--- src/rtl/adc_paddle_ctrl.sv ---
// Periodic joystick-X ADC sequencer: request, wait for done with timeout, scale to a clamped paddle_x.
// Optional build macro PADDLE_AVG_EN scales the mean of a 4-sample window instead of the raw result.
module adc_paddle_ctrl #(
    parameter int          SAMPLE_DIV   = 50000,
    parameter int          TIMEOUT      = 1024,
    parameter logic [2:0]  ADC_CHAN     = 3'd0,
    parameter logic [7:0]  PADDLE_MAX   = 8'd127,
    parameter logic [7:0]  PADDLE_RESET = 8'd64
) (
    input  logic        clk,
    input  logic        reset_n,
    input  logic        enable,
    output logic        adc_start,
    output logic [2:0]  adc_chan,
    input  logic        adc_done,
    input  logic [11:0] adc_result,
    output logic [7:0]  paddle_x,
    output logic        paddle_valid,
    output logic        timeout_err
);
    localparam int TICK_W = (SAMPLE_DIV > 1) ? $clog2(SAMPLE_DIV) : 1;
    localparam int TO_W   = $clog2(TIMEOUT);
    localparam logic [TICK_W-1:0] TICK_LAST = TICK_W'(SAMPLE_DIV - 1);
    localparam logic [TO_W-1:0]   TO_LAST   = TO_W'(TIMEOUT - 1);

    localparam logic [2:0] S_IDLE      = 3'd0;
    localparam logic [2:0] S_WAIT_TICK = 3'd1;
    localparam logic [2:0] S_START     = 3'd2;
    localparam logic [2:0] S_WAIT_DONE = 3'd3;
    localparam logic [2:0] S_PROCESS   = 3'd4;

    logic [2:0]        state;
    logic [TICK_W-1:0] tick_cnt;
    logic [TO_W-1:0]   to_cnt;
    logic [11:0]       sample;
    logic [7:0]        scaled;
    logic [7:0]        clamped;

    assign adc_start = (state == S_START);
    assign adc_chan  = ADC_CHAN;

`ifdef PADDLE_AVG_EN
    // Window holds the three previous results; the fourth slot is the sample being processed.
    logic [11:0] win [3];
    logic [13:0] sum;
    logic        sum_unused;

    assign sum        = 14'(sample) + 14'(win[0]) + 14'(win[1]) + 14'(win[2]);
    assign scaled     = {1'b0, sum[13:7]};
    assign sum_unused = ^sum[6:0];

    always_ff @(posedge clk or negedge reset_n) begin
        if (!reset_n) begin
            win[0] <= 12'd2048;
            win[1] <= 12'd2048;
            win[2] <= 12'd2048;
        end else if (state == S_PROCESS) begin
            win[0] <= sample;
            win[1] <= win[0];
            win[2] <= win[1];
        end
    end
`else
    logic sample_unused;

    assign scaled        = {1'b0, sample[11:5]};
    assign sample_unused = ^sample[4:0];
`endif

    assign clamped = (scaled > PADDLE_MAX) ? PADDLE_MAX : scaled;

    always_ff @(posedge clk or negedge reset_n) begin
        if (!reset_n) begin
            state        <= S_IDLE;
            tick_cnt     <= '0;
            to_cnt       <= '0;
            sample       <= '0;
            paddle_x     <= PADDLE_RESET;
            paddle_valid <= 1'b0;
            timeout_err  <= 1'b0;
        end else begin
            paddle_valid <= 1'b0;
            case (state)
                S_IDLE: begin
                    if (enable) begin
                        state    <= S_WAIT_TICK;
                        tick_cnt <= '0;
                    end
                end
                S_WAIT_TICK: begin
                    if (!enable) begin
                        state <= S_IDLE;
                    end else if (tick_cnt == TICK_LAST) begin
                        state <= S_START;
                    end else begin
                        tick_cnt <= tick_cnt + 1'b1;
                    end
                end
                S_START: begin
                    state  <= S_WAIT_DONE;
                    to_cnt <= '0;
                end
                S_WAIT_DONE: begin
                    // A done arriving on the last timeout cycle still wins.
                    if (adc_done) begin
                        sample <= adc_result;
                        state  <= S_PROCESS;
                    end else if (to_cnt == TO_LAST) begin
                        timeout_err <= 1'b1;
                        state       <= enable ? S_WAIT_TICK : S_IDLE;
                        tick_cnt    <= '0;
                    end else begin
                        to_cnt <= to_cnt + 1'b1;
                    end
                end
                S_PROCESS: begin
                    paddle_x     <= clamped;
                    paddle_valid <= 1'b1;
                    state        <= enable ? S_WAIT_TICK : S_IDLE;
                    tick_cnt     <= '0;
                end
                default: state <= S_IDLE;
            endcase
        end
    end
endmodule
--- config.mk ---
export PLATFORM = sky130hd
export DESIGN_NAME = adc_paddle_ctrl
export DESIGN_NICKNAME = d
export VERILOG_FILES = /design/src/rtl/adc_paddle_ctrl.sv
export SDC_FILE = /design/constraint.sdc
export NUM_CORES = 1
export LEC_CHECK = 0
export CORE_UTILIZATION = 55
export CTS_BUF_LIST = sky130_fd_sc_hd__clkbuf_16
export CTS_CLUSTER_DIAMETER = 60
export DETAILED_ROUTE_END_ITERATION = 16
export GPL_TIMING_DRIVEN = 0
export PLACE_DENSITY = 0.79
export REMOVE_ABC_BUFFERS = 1
export SLEW_MARGIN = 20
export SYNTH_ARGS = -nofsm -noshare
export SYNTH_HDL_FRONTEND = slang
export SYNTH_SLANG_ARGS = --single-unit
export TNS_END_PERCENT = 5
--- constraint.sdc ---
create_clock -name clk -period 2.35 [get_ports clk]
set_input_delay 0.47 -clock clk [delete_from_list [all_inputs] [get_ports clk]]
set_output_delay 0.47 -clock clk [all_outputs]
set_load 0.005 [all_outputs]
==> results summary <==
The number of flops mapped to enable cells by yosys came out at 0. In this run the worst setup path begins at state[2]. The count of warnings emitted by yosys came out at 0. The site row count is 24. The portion of the clock cycle consumed by the worst path in the final layout came out at 95.8%. Max-cap violations in this run came to 0. The final hold violation count is 0. The number of cells after detailed placement is between 200 and 300. The maximum clock rate is 444 MHz.

The global-route congestion overflow total came out at 0. The global-route wire length before repair is between 8 and 9 mm. The number of failing setup endpoints in the final timing report is 0.

The ratio of cells with drive above 1 in the final layout came out at a little over a fifth. The count of routing violations after the opening detailed-route iteration came out at 131. The proportion of netlist area held by the largest area contributor is 44.4%. The final number of max-transition violations is 0. The fraction of synthesis flops using an asynchronous set or reset pin came out at 100%. The footprint of the flip-flops and latches is 1130 sq um. The routed length per instance is roughly 16 microns. The number of antenna violations at the first check in global routing was 0.

Clock tree synthesis inserted a total of 5 buffers. After routing the design area is 2870 sq um. The start-to-end type of the worst setup path is reg -> out. The number of sinks handled by clock tree synthesis came out at 45.

The starting utilization of the core area is 57.0%. In this run the worst path has a maximum fanout of 10. The layout overhead on the synthesized area came out at 15.8%. The total routing resource utilization after global routing came out at approximately 22%. The distinct cell type count after synthesis is about 60. The via count of the first global-routing pass is 1,814.

TritonCTS built the clock tree. The register-to-register setup slack is roughly 300 ps. The placed wire-length estimate after detailed placement is 3.38 mm. STA classifies the critical path startpoint as a flop. The path type of the worst min-delay path is in -> async.

The weighted congestion reported at the end of routability-driven placement came out at between 0.8 and 0.9. The post-layout net count came out at between 200 and 300. The share of synthesized area occupied by flip-flops and latches is between 40% and 50%. The endpoint type of the worst setup path is a primary output. The count of nets left with antenna violations once routing finished came out at 0. Among all cell types in the netlist, the one instantiated most often is dfrtp_1.

The remaining max-slew budget at the tightest pin came out at approximately 55%. The area of the placeable core came out at between 4000 and 5000 sq um. The cts-stage hold buffer count is 0.

After synthesis, the mean cell area works out to 10.6 sq um. The worst setup skew after layout is 6.19 ps. The cell count after synthesis came out at about 240.

The detailed router placed approximately 1,900 vias in this run. After detailed routing, the number of vias per cell comes to 6.23. The worst endpoint required time is approximately 1900 ps. In the routed design, unresolved DRC markers number 0. The number of I/O pins came out at 30. The aggregate routed wire length came out at roughly 5 mm. The terminus of the critical flop-to-flop path is tick_cnt[9].

The leading register cell type out of synthesis is dfrtp_1. The first detailed-routing pass ran for 4 iterations. By area the synthesized netlist is led by dfrtp_1, mux2_2, a31oi_1. The count of buffers added on input and output ports is 20. In this run, synthesis produced a sequential element count of 45.

The netlist area before placement came out at 2480 sq um. Setup repair after global routing left no endpoint under its margin. The arrival time at the worst endpoint is 1780 ps. The synthesized design spends more area on one cell type than any other, namely dfrtp_1. The total negative setup slack is 0 ps. The longest clock path from root to sink contains 2 buffers. The power density over the cells is about 680 nW/um^2.

The cell depth of the worst flop-to-flop path is 4. The vertical die dimension is about 69 microns. The commonest cells after synthesis are dfrtp_1, nand2_1, a31oi_1, mux2_2.

Across the VDD grid, the largest voltage drop is between 0.5 and 0.6 mV. The count of placed standard cells in the final layout, fillers left out came out at between 300 and 400. The floorplan step set the die width to slightly below 70 microns. The count of antenna diodes in the layout is 0. The total die area is approximately 4800 sq um. Cells fill between 60% and 70% of the core in the end. Clock-pin slew was measured on the worst setup and hold paths at about 70 ps. The tree is rooted in a clkbuf_16.

The worst register-to-register path begins at state[0]. The clock insertion delay at the later pin of the skew report is between 200 and 300 ps. The pin count of the biggest net entering global routing is 27.

At the pin with the least slew margin, the transition time is around 660 ps. The clock period minus worst slack is 2250 ps. The flow ran to the end, and the final reports show no timing, DRC or antenna violations. Hold timing on the final database bottoms out at a slack of about 140 ps. After filler insertion, the fill cell instance count of the layout stands at between 300 and 400.

The standby leakage power is about 1.2 nW. The number of H-tree levels came out at 2. In this run the cell area measured after placement is roughly 2700 sq um.

The area of the multi-input gates is 1240 sq um.
## flip-flops by register name (all words and copies together) (netlist names)
register and flops:
paddle_valid 1, timeout_err 1, tick_cnt 16, to_cnt 10, paddle_x 7, state 3
sample 7
## worst max path at each step
stage              endpoint  cells past startpoint
2_1_floorplan  tick_cnt[15]                      5
3_3_place_gp    paddle_x[5]                      1
3_5_place_dp   tick_cnt[15]                      5
4_1_cts           adc_start                      3
5_1_grt           adc_start                      3
6_report          adc_start                      3
## logic make-up (layout without fill, tap and decap cells)
family / Yosys count / after routing / synth area share, %
DFF: 45 / 45 / 45.4
buffers and inverters: 24 / 45 / 5.54
and+or+nand+nor: 86 / 86 / 21.8
AOI/OAI and AO/OA: 59 / 59 / 18.0
other: 1 / 4 / 0.151
muxes: 18 / 18 / 8.06
adders and majority gates: 2 / 2 / 1.01
## routing by layer
metal  share of wire, %  vias to the layer above  global-route usage [%]
met1                 48                      953                    30.0
met2                 46                       47                    34.1
met3                4.8                        7                    5.81
met4               0.99                        0                    6.35
li1                   -                      930                       -
met5                  0                        -                       0
## power breakdown
group / total (mW) / internal (mW) / switching (mW)
clock: 0.707 / 0.401 / 0.306
sequential: 0.960 / 0.863 / 0.0970
combinational: 0.278 / 0.140 / 0.138
total: 1.94 / 1.40 / 0.541
## repair_timing
action                     CTS  global route
resized for setup            2             1
pin swaps                    0             1
setup buffers                0             5
setup endpoints to repair    1            18
## cell usage in the layout, fill, tap and decap left out, types with 4 or more instances in the layout
master,netlist,layout
nand4_1,4,4
buf_4,7,5
nor4_1,4,4
clkbuf_16,0,5
nand2b_1,4,4
nor2b_1,4,4
clkdlybuf4s50_1,0,19
dfrtp_1,44,43
conb_1,1,4
o21ai_0,9,9
a31oi_2,5,5
and4_1,4,4
nand2_1,17,17
and3_1,6,6
nor3_1,5,5
a31oi_1,16,16
or4_1,4,4
inv_1,10,10
nand3_1,10,10
nor2_1,8,7
mux2_2,16,16
a21oi_1,7,7
## cell type report
cell class | instances | share of cell area, %
flip-flops and latches | 45 | 39.3
repair buffers | 26 | 8.79
inverters | 11 | 1.44
clock buffers | 5 | 4.35
multi-input cells | 169 | 43.0
clock inverters | 3 | 0.871
well taps | 52 | 2.26
## worst max-delay path, cell delays in order (launching register included)
cell and delay, ps:
dfrtp_1 470, nand2b_2 300, nor2_4 190, clkdlybuf4s50_1 530
## through the flow
stage,power [mW],worst slack (ps)
after global routing,2.04,30.9
after floorplan,1.14,521
after detailed placement,1.24,85.4
after global placement,1.23,-456
after CTS,1.95,29.6
final,1.94,98.2
No activity file was read; power rests on OpenSTA's default activity.
